==> config.mk <==
export PLATFORM = sky130hd
export DESIGN_NAME = pll_supervisor
export DESIGN_NICKNAME = d
export VERILOG_FILES = /design/src/rtl/pll_supervisor.sv
export SDC_FILE = /design/constraint.sdc
export NUM_CORES = 1
export LEC_CHECK = 0
export ABC_AREA = 1
export BUFFER_PORTS_ARGS = -buffer_cell sky130_fd_sc_hd__clkbuf_2
export CAP_MARGIN = 10
export CORE_MARGIN = 2
export CORE_UTILIZATION = 63
export CTS_CLUSTER_SIZE = 8
export DETAILED_ROUTE_END_ITERATION = 12
export PLACE_DENSITY = 0.85
export SLEW_MARGIN = 20
export SYNTH_ARGS = -nofsm -noshare
export SYNTH_HDL_FRONTEND = slang
export SYNTH_SLANG_ARGS = --single-unit
==> constraint.sdc <==
create_clock -name clk -period 3.6 [get_ports clk]
set_clock_uncertainty 0.05 [all_clocks]
set_input_delay 1.08 -clock clk [delete_from_list [all_inputs] [get_ports clk]]
set_output_delay 1.08 -clock clk [all_outputs]
set_load 0.01 [all_outputs]
==> src/rtl/pll_supervisor.sv <==
`default_nettype none
// ============================================================================
// Module   : pll_supervisor
// Brief    : Sequences PLL RESET, qualifies LOCK, and holds SDRAM logic in reset
//            until lock is stable. Retries on timeout, re-sequences on lock loss.
//            Optional macro PLL_SUP_GLITCH_FILTER_EN ignores short lock dropouts in RUN.
// Revision : 1.0 - initial release
// ============================================================================
module pll_supervisor #(
    parameter int RST_PULSE_CYC    = 16,
    parameter int LOCK_STABLE_CYC  = 1024,
    parameter int LOCK_TIMEOUT_CYC = 50000,
    parameter int MAX_RETRIES      = 3
) (
    input  logic       clk,
    input  logic       rst,
    input  logic       pll_lock_i,
    output logic       pll_reset_o,
    output logic       sys_rst_o,
    output logic       ready_o,
    output logic       fail_o,
    output logic [3:0] retry_cnt_o,
    output logic [7:0] lock_loss_cnt_o
);

    localparam int c_MAX_A   = (RST_PULSE_CYC > LOCK_STABLE_CYC) ? RST_PULSE_CYC : LOCK_STABLE_CYC;
    localparam int c_MAX_CYC = (c_MAX_A > LOCK_TIMEOUT_CYC) ? c_MAX_A : LOCK_TIMEOUT_CYC;
    localparam int c_CNT_W   = $clog2(c_MAX_CYC) + 1;

    localparam logic [c_CNT_W-1:0] c_RST_LAST = c_CNT_W'(RST_PULSE_CYC - 1);
    localparam logic [c_CNT_W-1:0] c_TMO_LAST = c_CNT_W'(LOCK_TIMEOUT_CYC - 1);
    // The WAIT_LOCK sample that enters STABLE is the first of the stable run
    localparam logic [c_CNT_W-1:0] c_STB_LAST =
        c_CNT_W'((LOCK_STABLE_CYC >= 2) ? (LOCK_STABLE_CYC - 2) : 0);
    localparam logic [c_CNT_W-1:0] c_CNT_MAX   = {c_CNT_W{1'b1}};
    localparam logic [c_CNT_W-1:0] c_CNT_ONE   = c_CNT_W'(1);
    localparam logic [3:0]         c_MAX_RETRY = 4'(MAX_RETRIES);

    localparam logic [2:0] c_ST_PRST   = 3'd0;
    localparam logic [2:0] c_ST_WAIT   = 3'd1;
    localparam logic [2:0] c_ST_STABLE = 3'd2;
    localparam logic [2:0] c_ST_RUN    = 3'd3;
    localparam logic [2:0] c_ST_FAIL   = 3'd4;

    logic               r_lock_meta;
    logic               r_lock_s;
    logic [2:0]         r_state;
    logic [2:0]         w_state_nxt;
    logic [c_CNT_W-1:0] r_cnt;
    logic [c_CNT_W-1:0] w_cnt_nxt;
    logic [3:0]         r_retry;
    logic [3:0]         w_retry_nxt;
    logic [7:0]         r_loss_cnt;
    logic               w_loss_evt;
    logic               w_lock_lost;
    logic               r_pll_reset;
    logic               r_sys_rst;
    logic               r_ready;
    logic               r_fail;
    logic               w_pll_reset_nxt;
    logic               w_ready_nxt;
    logic               w_fail_nxt;

    always_ff @(posedge clk) begin
        if (rst) begin
            r_lock_meta <= 1'b0;
            r_lock_s    <= 1'b0;
        end else begin
            r_lock_meta <= pll_lock_i;
            r_lock_s    <= r_lock_meta;
        end
    end

`ifdef PLL_SUP_GLITCH_FILTER_EN
    logic [1:0] r_drop_cnt;

    always_ff @(posedge clk) begin
        if (rst || (r_state != c_ST_RUN) || r_lock_s) begin
            r_drop_cnt <= 2'd0;
        end else if (r_drop_cnt != 2'd3) begin
            r_drop_cnt <= r_drop_cnt + 2'd1;
        end
    end

    // Fourth consecutive low sample declares the loss
    assign w_lock_lost = !r_lock_s && (r_drop_cnt == 2'd3);
`else
    assign w_lock_lost = !r_lock_s;
`endif

    always_ff @(posedge clk) begin
        if (rst) begin
            r_state    <= c_ST_PRST;
            r_cnt      <= '0;
            r_retry    <= 4'd0;
            r_loss_cnt <= 8'd0;
        end else begin
            r_state <= w_state_nxt;
            r_cnt   <= w_cnt_nxt;
            r_retry <= w_retry_nxt;
            if (w_loss_evt && (r_loss_cnt != 8'hFF)) begin
                r_loss_cnt <= r_loss_cnt + 8'd1;
            end
        end
    end

    always_comb begin
        w_state_nxt = r_state;
        w_retry_nxt = r_retry;
        w_loss_evt  = 1'b0;
        case (r_state)
            c_ST_PRST: begin
                if (r_cnt == c_RST_LAST) begin
                    w_state_nxt = c_ST_WAIT;
                end
            end
            c_ST_WAIT: begin
                if (r_lock_s) begin
                    w_state_nxt = (LOCK_STABLE_CYC == 1) ? c_ST_RUN : c_ST_STABLE;
                end else if (r_cnt == c_TMO_LAST) begin
                    if (r_retry == c_MAX_RETRY) begin
                        w_state_nxt = c_ST_FAIL;
                    end else begin
                        w_retry_nxt = r_retry + 4'd1;
                        w_state_nxt = c_ST_PRST;
                    end
                end
            end
            c_ST_STABLE: begin
                if (!r_lock_s) begin
                    w_state_nxt = c_ST_WAIT;
                end else if (r_cnt == c_STB_LAST) begin
                    w_state_nxt = c_ST_RUN;
                end
            end
            c_ST_RUN: begin
                if (w_lock_lost) begin
                    w_state_nxt = c_ST_PRST;
                    w_loss_evt  = 1'b1;
                end
            end
            c_ST_FAIL: begin
                w_state_nxt = c_ST_FAIL;
            end
            default: begin
                w_state_nxt = c_ST_PRST;
            end
        endcase

        if (w_state_nxt == c_ST_RUN) begin
            w_retry_nxt = 4'd0;
        end

        if (w_state_nxt != r_state) begin
            w_cnt_nxt = '0;
        end else if (r_cnt != c_CNT_MAX) begin
            w_cnt_nxt = r_cnt + c_CNT_ONE;
        end else begin
            w_cnt_nxt = r_cnt;
        end
    end

    // Outputs are decoded from the next state so they change on the same edge
    always_comb begin
        w_pll_reset_nxt = (w_state_nxt == c_ST_PRST) || (w_state_nxt == c_ST_FAIL);
        w_ready_nxt     = (w_state_nxt == c_ST_RUN);
        w_fail_nxt      = (w_state_nxt == c_ST_FAIL);
    end

    always_ff @(posedge clk) begin
        if (rst) begin
            r_pll_reset <= 1'b1;
            r_sys_rst   <= 1'b1;
            r_ready     <= 1'b0;
            r_fail      <= 1'b0;
        end else begin
            r_pll_reset <= w_pll_reset_nxt;
            r_sys_rst   <= !w_ready_nxt;
            r_ready     <= w_ready_nxt;
            r_fail      <= w_fail_nxt;
        end
    end

    assign pll_reset_o     = r_pll_reset;
    assign sys_rst_o       = r_sys_rst;
    assign ready_o         = r_ready;
    assign fail_o          = r_fail;
    assign retry_cnt_o     = r_retry;
    assign lock_loss_cnt_o = r_loss_cnt;

endmodule
`default_nettype wire
# After elaboration in Yosys (flattened, before gate mapping)
# Cells that the tools add are included.
[classes]
n_mux = 10
n_eq_ne = 13
n_bitwise = 2
addsub = 3
reduce_logical = 8
[op_table]
columns = ["cell", "n"]
rows = [
  ["3-bit two-way mux", 7],
  ["17-bit by 1-bit adder with 17-bit output (second input constant)", 1],
  ["17-bit by 10-bit == test with 1-bit output (second input constant)", 1],
  ["17-bit by 16-bit == test with 1-bit output (second input constant)", 1],
  ["17-bit by 4-bit == test with 1-bit output (second input constant)", 1],
  ["17-bit != test (second input constant)", 1],
  ["3-bit one-hot mux with 5 select lines", 1],
  ["3-bit by 2-bit == test with 1-bit output (second input constant)", 3],
  ["8-bit by 1-bit adder with 8-bit output (second input constant)", 1],
  ["8-bit != test (second input constant)", 1],
  ["3-bit == test (second input constant)", 2],
  ["3-bit logical NOT", 2],
  ["4-bit by 1-bit adder with 4-bit output (second input constant)", 1],
  ["4-bit by 2-bit == test with 1-bit output (second input constant)", 1],
  ["4-bit AND reduction", 1],
  ["2-bit OR reduction", 2],
  ["3-bit by 1-bit == test with 1-bit output (second input constant)", 1],
  ["3-bit != test", 1],
  ["1-bit two-way mux", 2],
  ["1-bit inverter", 2],
  ["1-bit logical AND", 1],
  ["1-bit logical NOT", 1],
  ["1-bit logical OR", 1],
]
[word_totals]
ff_bits = 38
output_inout_bits = 16
elab_cells = 46
in_bits = 3

# Longest topological paths before layout
# Gate-level depths: netlist of run 1.
[depth]
ltp_word = 7
depth_mapped = 14
ltp_nobuf = 13

# Worst setup path after synthesis of run 1
# OpenSTA, ideal clock, no wires.
[synth_path]
kind = "register to register"
start = "register r_cnt[4]"
end = "register r_cnt[13]"
slack_ns = 1.277
period_less_slack_ns = 2.323
path_buffers = 1
stages_incl_launch_ff = 15
arrival_ns = 2.153
setup_ns = 0.120
path_cell_list = "dfxtp_1 nand2_2 nor2_1 nand2_1 nor3_1 nor3b_1 ha_1 inv_1 nand4_1 or2_1 buf_2 nor2_4 nand3_1 xor2_1 nor2_4"
[synth_between]
elab_chain_len = 6
word_cells_on_any_way = 13
classes_between = "add/sub (1); eq/ne (5); mux (6); reduce/logical (1)"
[synth_lines]
columns = ["element", "line_no", "text"]
rows = [
  ["start, declared", "49", "logic [c_CNT_W-1:0] r_cnt;"],
  ["start signal, assigned", "99", "r_cnt <= w_cnt_nxt;"],
  ["17-bit by 10-bit == test with 1-bit output or 17-bit by 16-bit == test with 1-bit output (tied branches)", "132, 120", ""],
  ["3-bit two-way mux, on equally long branches", "132, 120", ""],
  ["3-bit two-way mux, on equally long branches", "130, 118", ""],
  ["3-bit one-hot mux with 5 select lines", "111", "case (r_state)"],
  ["3-bit != test", "154", "if (w_state_nxt != r_state) begin"],
  ["2-bit OR reduction (no source line)", "--", ""],
]
# Several ways; a longest one is shown, not always the timed one.
# A chain may end at the register's enable or synchronous reset.

# Worst setup path in the final report of run 1
[layout_path]
start = "register r_cnt[6]"
end = "register r_cnt[13]"
# The elaborated chain is that of the path after synthesis.

==> results.md, run 1 <==
- Status: complete, no violations
- Die W: 61.3 um
- # fillers: 265
- Port bufs: 18
- Sequential share of power: 62.4%
- Sw Share: 23.4%
- R2R depth: 13
- Post-Route WL: 3.79 mm
- First-pass GRT wire length: 6.24 mm
- Power, Total: 0.687 mW
- Final net count: 302
- Internal power: 0.527 mW
- Sequential cell area: 761 um2
- Synthesized flop and latch total: 38
- Detail Route Antenna Nets: 0
- # hold bufs at CTS: 0
- Syn Inst Count: 273
- Crit. End Element: flop
- Static Leak: 0.909 nW
- Ranking of synthesized cells by area: dfxtp_1, nand2_1, nor2_1, inv_1, nor2_4
- Effective utilization at floorplan: 67.1%
- Critical path class: reg2reg
- P&R area growth vs syn: 8.48%
- Largest net degree at the start of global routing: 18
- Fmax: 374 MHz
- Vias in the first global route: 1498
- H-tree levels: 2
- Setup ws final: 926 ps
- Worst slew pin tran: 415 ps
- Slew Viols, Final: 0
- Syn nets: 281
- HP Start: r_lock_meta$_SDFF_PP0_
- Clk_lat worst skew: 330 ps
- Count of cell types in the netlist: 34
- CP Data Required Time: 3780 ps
- Post-synth top flop: dfxtp_1
- Multi-input logic area: 1130 um2
- Logic pwr share: 3.9%
- Fin Setup TNS: 0 ps
- Root buffer selected by CTS: clkbuf_4
- Drt via density: 5.07
- Asr flop ratio synth: 0%
- Initial antenna violation count: 0
- Post-DP HPWL: 2.80 mm
- GP Congestion: 0.895
- Crit path DAT: 2850 ps
- Critical path startpoint category: flop
- DIE AREA: 3750 um2
- Top cell type by total area after synthesis: dfxtp_1
- Number of remaining DRC errors: 0
- PwrDens: 307 nW/um2
- Wirelength per Cell: 11.2 um
- Hold Vio Cnt, Final: 0
- Core ar.: 3080 um2
- Psw: 0.161 mW
- Share of cells above drive strength 1: 19.3%
- Worst r2r src: r_cnt[6]$_SDFFE_PP0P_
- # rows: 20
- Most frequent cell after synthesis: nand2_1
- Max_cap viols: 0
- Sequential area share after synthesis: 36.8%
- Worst hold path type: reg2reg
- Antenna cells: 0
- Ys Warns: 0
- Worst-path fanout max: 7
- Clock power share: 33.6%
- Top cells by instance count after synthesis: nand2_1, dfxtp_1, nor2_1
- Syn Area/Cell: 7.57 um2
- Cts repair resizes: 0
- EDFF count, synth: 0
- VDD IR max: 257 uV
- Die Ht: 61.3 um
- First-pass DRT Iterations: 4
- Gr ovfl total: 0
- Cts bufs inserted: 5
- CTS tree: built
- Pre-CTS WS: 993 ps
- Vias: 1719
- Worst-path clk slew: 120 ps
- Final setup fails: 0
- Relative slew margins: 72.1%
- Reg2Reg Setup Slack: 930 ps
- WHS: 370 ps
- CTS max path bufs: 2
- Hold depth: 2
- Fin crit share: 74.3%
- Hold EP: r_lock_s$_SDFF_PP0_
- DRT iter0 DRCs: 73
- Unrepaired setup endpoints after global routing: no
- Number of post-CTS setup repair buffers: 0
- Min Clock Period, post-route: 2670 ps
- Yosys top cell area share: 36.8%
- CTS sink count: 38
- I/O pin cnt: 19
- Post-Syn Area: 2070 um2
- GRT Util Overall: 21.9%
- Worst R2R End: r_cnt[13]$_SDFFE_PP0P_
## sequential cells by signal (all words and copies together), names as in the netlist
register,cells
fail_o,1
lock_loss_cnt_o,8
pll_reset_o,1
r_cnt,17
r_lock_meta,1
r_lock_s,1
r_state,3
ready_o,1
retry_cnt_o,4
sys_rst_o,1
## final cells by class
cell class | instances | share of cell area, %
multi-input combinational | 193 | 50.4
sequential | 38 | 33.9
inverter | 38 | 6.37
timing repair buffer | 18 | 4.02
tap | 44 | 2.46
clock buffer | 6 | 2.29
clock inverter | 2 | 0.558
## critical path, cell delays in order, from the launching register on
cell,delay [ps]
dfxtp_1,470
nand2_1,110
nor2_1,130
nand2_1,160
nor3_1,200
nor3b_1,220
ha_1,270
inv_1,100
nand4_1,90
or2_1,280
nor2_4,60
nand3_1,100
xor2_1,270
nor2_4,60
## cells by family (layout without fill, tap and decap cells)
family | after synthesis | after routing | synth area share, %
compound gates | 25 | 25 | 6.72
xor+xnor | 17 | 17 | 7.21
fa+ha+maj | 5 | 5 | 3.03
buf+inv | 42 | 64 | 8.54
flops | 38 | 38 | 36.8
simple gates | 146 | 146 | 37.7
## cell usage in the layout (no fill, tap or decap), types with 6 or more instances in the layout
| master | n |
|---|---|
| nand3_1 | 9 |
| dfxtp_1 | 38 |
| o21ai_0 | 9 |
| nand2_1 | 50 |
| nor2_1 | 38 |
| nor2_4 | 11 |
| nor3_1 | 6 |
| xor2_1 | 11 |
| nand2_2 | 7 |
| nand4_1 | 7 |
| inv_1 | 34 |
| xnor2_1 | 6 |
| clkbuf_2 | 18 |
| a21oi_1 | 10 |
## worst max path at each step
stage                                     start                      to  slack, ps  depth (start not counted)
after floorplan           r_cnt[4]$_SDFFE_PP0P_  r_cnt[13]$_SDFFE_PP0P_       1280                         14
after global placement                      rst   r_cnt[6]$_SDFFE_PP0P_       1020                          8
after detailed placement  r_cnt[6]$_SDFFE_PP0P_  r_cnt[13]$_SDFFE_PP0P_        990                         13
after CTS                 r_cnt[6]$_SDFFE_PP0P_  r_cnt[13]$_SDFFE_PP0P_        960                         13
after global routing      r_cnt[6]$_SDFFE_PP0P_  r_cnt[13]$_SDFFE_PP0P_        710                         13
final                     r_cnt[6]$_SDFFE_PP0P_  r_cnt[13]$_SDFFE_PP0P_        930                         13
## per-layer routing
metal  GRT usage (%)  part of all wire, %  up-vias
met3            4.62                  3.8        2
li1                -                    -      908
met1            29.8                   48      771
met4            5.90                 0.63        0
met5               0                    0        -
met2            35.3                   47       38
## through the flow
stage,utilization (%),area (um2),cells
after detailed placement,70.7,2180,331
after global routing,72.8,2240,339
after floorplan,-,2070,273
final,72.8,2240,339
after CTS,72.8,2240,339
after global placement,70.7,2180,331
## power by group through the flow
stage | Sequential, mW | Combinational [mW] | Clock (mW)
floorplan | 0.437 | 0.0233 | 0
global placement | 0.439 | 0.0256 | 0
detailed placement | 0.439 | 0.0266 | 0
CTS | 0.429 | 0.0270 | 0.235
global route | 0.430 | 0.0297 | 0.256
finish | 0.429 | 0.0269 | 0.231
Note: power is estimated with default switching activity, not from simulation.
==> run 2, diff against run 1 <==
--- a/config.mk
+++ b/config.mk
@@ -5,14 +5,14 @@
 export SDC_FILE = /design/constraint.sdc
 export NUM_CORES = 1
 export LEC_CHECK = 0
-export ABC_AREA = 1
+export ABC_AREA = 0
 export BUFFER_PORTS_ARGS = -buffer_cell sky130_fd_sc_hd__clkbuf_2
 export CAP_MARGIN = 10
 export CORE_MARGIN = 2
-export CORE_UTILIZATION = 63
+export CORE_UTILIZATION = 52
 export CTS_CLUSTER_SIZE = 8
 export DETAILED_ROUTE_END_ITERATION = 12
-export PLACE_DENSITY = 0.85
+export PLACE_DENSITY = 0.76
 export SLEW_MARGIN = 20
 export SYNTH_ARGS = -nofsm -noshare
 export SYNTH_HDL_FRONTEND = slang
==> constraint.sdc (replaced) <==
create_clock -name clk -period 2.4 [get_ports clk]
set_clock_uncertainty 0.05 [all_clocks]
set_input_delay 0.72 -clock clk [delete_from_list [all_inputs] [get_ports clk]]
set_output_delay 0.72 -clock clk [all_outputs]
set_load 0.01 [all_outputs]
==> run 2 against run 1 <==
- sequential share of layout area up 1.8 points
- global-route usage shrank 1.8 points
- wire length is 0.45% higher
- critical path depth fell by 3
- die area up 8.4%
- area after synthesis is 10% lower
- non-clock buffer count is 15 higher
==> results.md, run 2 <==
- Relative slew margins: 47.3%
- Wirelength per Cell: 13.4 um
- Syn Inst Count: 203
- Core ar.: 3390 um2
- GP Congestion: 0.816
- Filler-free cell count of the finished design: 283
- Yosys top cell area share: 40.9%
- Post-synth top flop: dfxtp_1
- Initial antenna violation count: 0
- # fillers: 277
- Unrepaired setup endpoints after global routing: no
- Fin crit share: 95.2%
- Final net count: 245
- Top cells by instance count after synthesis: dfxtp_1, nor2_1, nand2_1
- Hold depth: 1
- GRT Util Overall: 20.1%
- Sequential area share after synthesis: 40.9%
- Port bufs: 18
- Ys Warns: 0
- Count of cell types in the netlist: 44
- Syn Area/Cell: 9.16 um2
- Largest net degree at the start of global routing: 21
- Drt via density: 5.51
- HP Start: r_lock_meta$_SDFF_PP0_
- Number of remaining DRC errors: 0
- Status: complete, no violations
- Max FFs per register: 17
- Min Clock Period, post-route: 2290 ps
- Root buffer selected by CTS: clkbuf_4
- Asr flop ratio synth: 0%
- Ranking of synthesized cells by area: dfxtp_1, xor2_1, a211oi_1, xnor2_1, nor2_1
- P&R area growth vs syn: 16.1%
- # rows: 21
- Most frequent cell after synthesis: dfxtp_1
- Post-Syn Area: 1860 um2
- Dpl cells: 275
- Slew Viols, Final: 0
- Fmax: 437 MHz
- WHS: 402 ps
- Worst hold path type: reg2reg
- Commonest non-fill, non-tap cell in the layout: dfxtp_1
- Vias: 1559
- Post-Route WL: 3.80 mm
- Critical path startpoint category: flop
- I/O pin cnt: 19
- CTS tree: built
- First-pass GRT wire length: 6.44 mm
- Worst slew pin tran: 781 ps
- Pre-CTS WS: -0.459 ps
- Share of cells above drive strength 1: 27.0%
- Die Ht: 63.8 um
- Vias in the first global route: 1534
- Crit-path slowest cell: dfxtp_4
- DRT iter0 DRCs: 67
- # hold bufs at CTS: 0
- Crit path from: r_cnt[6]$_SDFFE_PP0P_
- EDFF count, synth: 0
- VDD IR max: 289 uV
- Crit-path leading delay family: simple AND/OR/NAND/NOR gates
- Most flops, register: r_cnt
- Top cell type by total area after synthesis: dfxtp_1
- Worst r2r src: r_cnt[6]$_SDFFE_PP0P_
- Critical path class: reg2reg
- H-tree levels: 2
- Most frequent cells in the layout: dfxtp_1, nor2_1, clkbuf_2
- Crit-path max cell delay: 390 ps
- Die W: 63.8 um
- Buf/Inv on CP: 0
- PwrDens: 460 nW/um2
- Power, Total: 0.993 mW
- Clk_lat worst skew: 350 ps
- Worst-path clk slew: 110 ps
- Antenna cells: 0
- Static Leak: 0.801 nW
- DIE AREA: 4070 um2
- Crit. End Element: flop
- Cell count along the critical path: 10
- CP Data Required Time: 2580 ps
- Post-DP HPWL: 2.68 mm
- Max_cap viols: 0
- Number of post-CTS setup repair buffers: 0
- Worst-path fanout max: 6
- Hold Vio Cnt, Final: 0
- Syn nets: 211
- Detail Route Antenna Nets: 0
- R2R depth: 10
- Final setup fails: 0
- Cts bufs inserted: 5
- Cell chain of the critical path: and4_1 > and4_2 > nand2_1 > nor3_2 > ha_2 > and3b_1 > and3_2 > nand4_1 > xor2_1 > a211oi_1
- CTS max path bufs: 2
- Effective utilization at floorplan: 54.9%
- Setup ws final: 114 ps
- First-pass DRT Iterations: 4
- Synthesized flop and latch total: 38
- Crit path DAT: 2460 ps
- CTS sink count: 38
- Gr ovfl total: 0
- Finished Core Util: 63.7%
[run 2: changes by cell type after synthesis, sizes merged, moves of 4 or more]
cell and delta:
inv -34, clkbuf +4, nor2b +4, and3 +4, o21ai -6, nand2 -41
xnor2 +4, nand3 -5, a211oi +13, nor2 -36
[run 2: per-stage QoR]
step,TNS [ps],instance area [um2]
6_report,0,2160
3_5_place_dp,-0.493,2070
5_1_grt,0,2160
4_1_cts,0,2130
2_1_floorplan,0,1860
3_3_place_gp,0,2070
[run 2: worst paths after layout]
| check | to | slack (ps) |
|---|---|---|
| max | r_cnt[7]$_SDFFE_PP0P_ | 110 |
| min | r_lock_s$_SDFF_PP0_ | 400 |
| max reg2reg | r_cnt[7]$_SDFFE_PP0P_ | 110 |
| min reg2reg | r_lock_s$_SDFF_PP0_ | 400 |
[run 2: per-layer routing]
layer / share of wire (%) / track usage, % / vias up
met1: 46 / 24.7 / 720
met2: 49 / 33.5 / 26
li1: - / - / 804
met4: 2.0 / 9.78 / 0
met5: 0 / 0 / -
met3: 3.3 / 3.87 / 9
[run 2: what timing repair did]
action / 4_1_cts / 5_1_grt
gates cloned: 0 / 1
pin swaps: 0 / 2
setup endpoints to repair: 11 / 17
gates resized for setup: 1 / 7
[run 2: cell type report]
cell class              count  area (um2)  share of cell area [%]
repair buffers             33         203                    9.39
multi-input cells         157        1070                    49.7
well taps                  46        57.6                    2.67
clock buffers               5        37.5                    1.74
inverters                   2        7.51                   0.348
flip-flops and latches     38         771                    35.7
clock inverters             2        10.0                   0.464
[run 2: worst reg2reg max path, stage by stage, from the launching register on]
cell      delay [ps]
dfxtp_4          390
and4_1           230
and4_2           250
nand2_1           70
nor3_2           190
ha_2             200
and3b_1          190
and3_2           260
nand4_1          120
xor2_1           180
a211oi_1          60
[run 2: report_power, final]
part           internal [mW]  switching, mW
Clock                  0.105          0.207
Sequential             0.634        0.00452
Combinational         0.0185         0.0242
[run 2: cell families (layout without fill, tap and decap cells)]
group	after synthesis	after routing	synth area share [%]
xor+xnor	24	24	11.3
compound gates	33	33	12.2
fa+ha+maj	5	5	3.36
buf+inv	9	42	2.96
simple gates	92	93	28.2
mux	2	2	1.08
flops	38	38	40.9
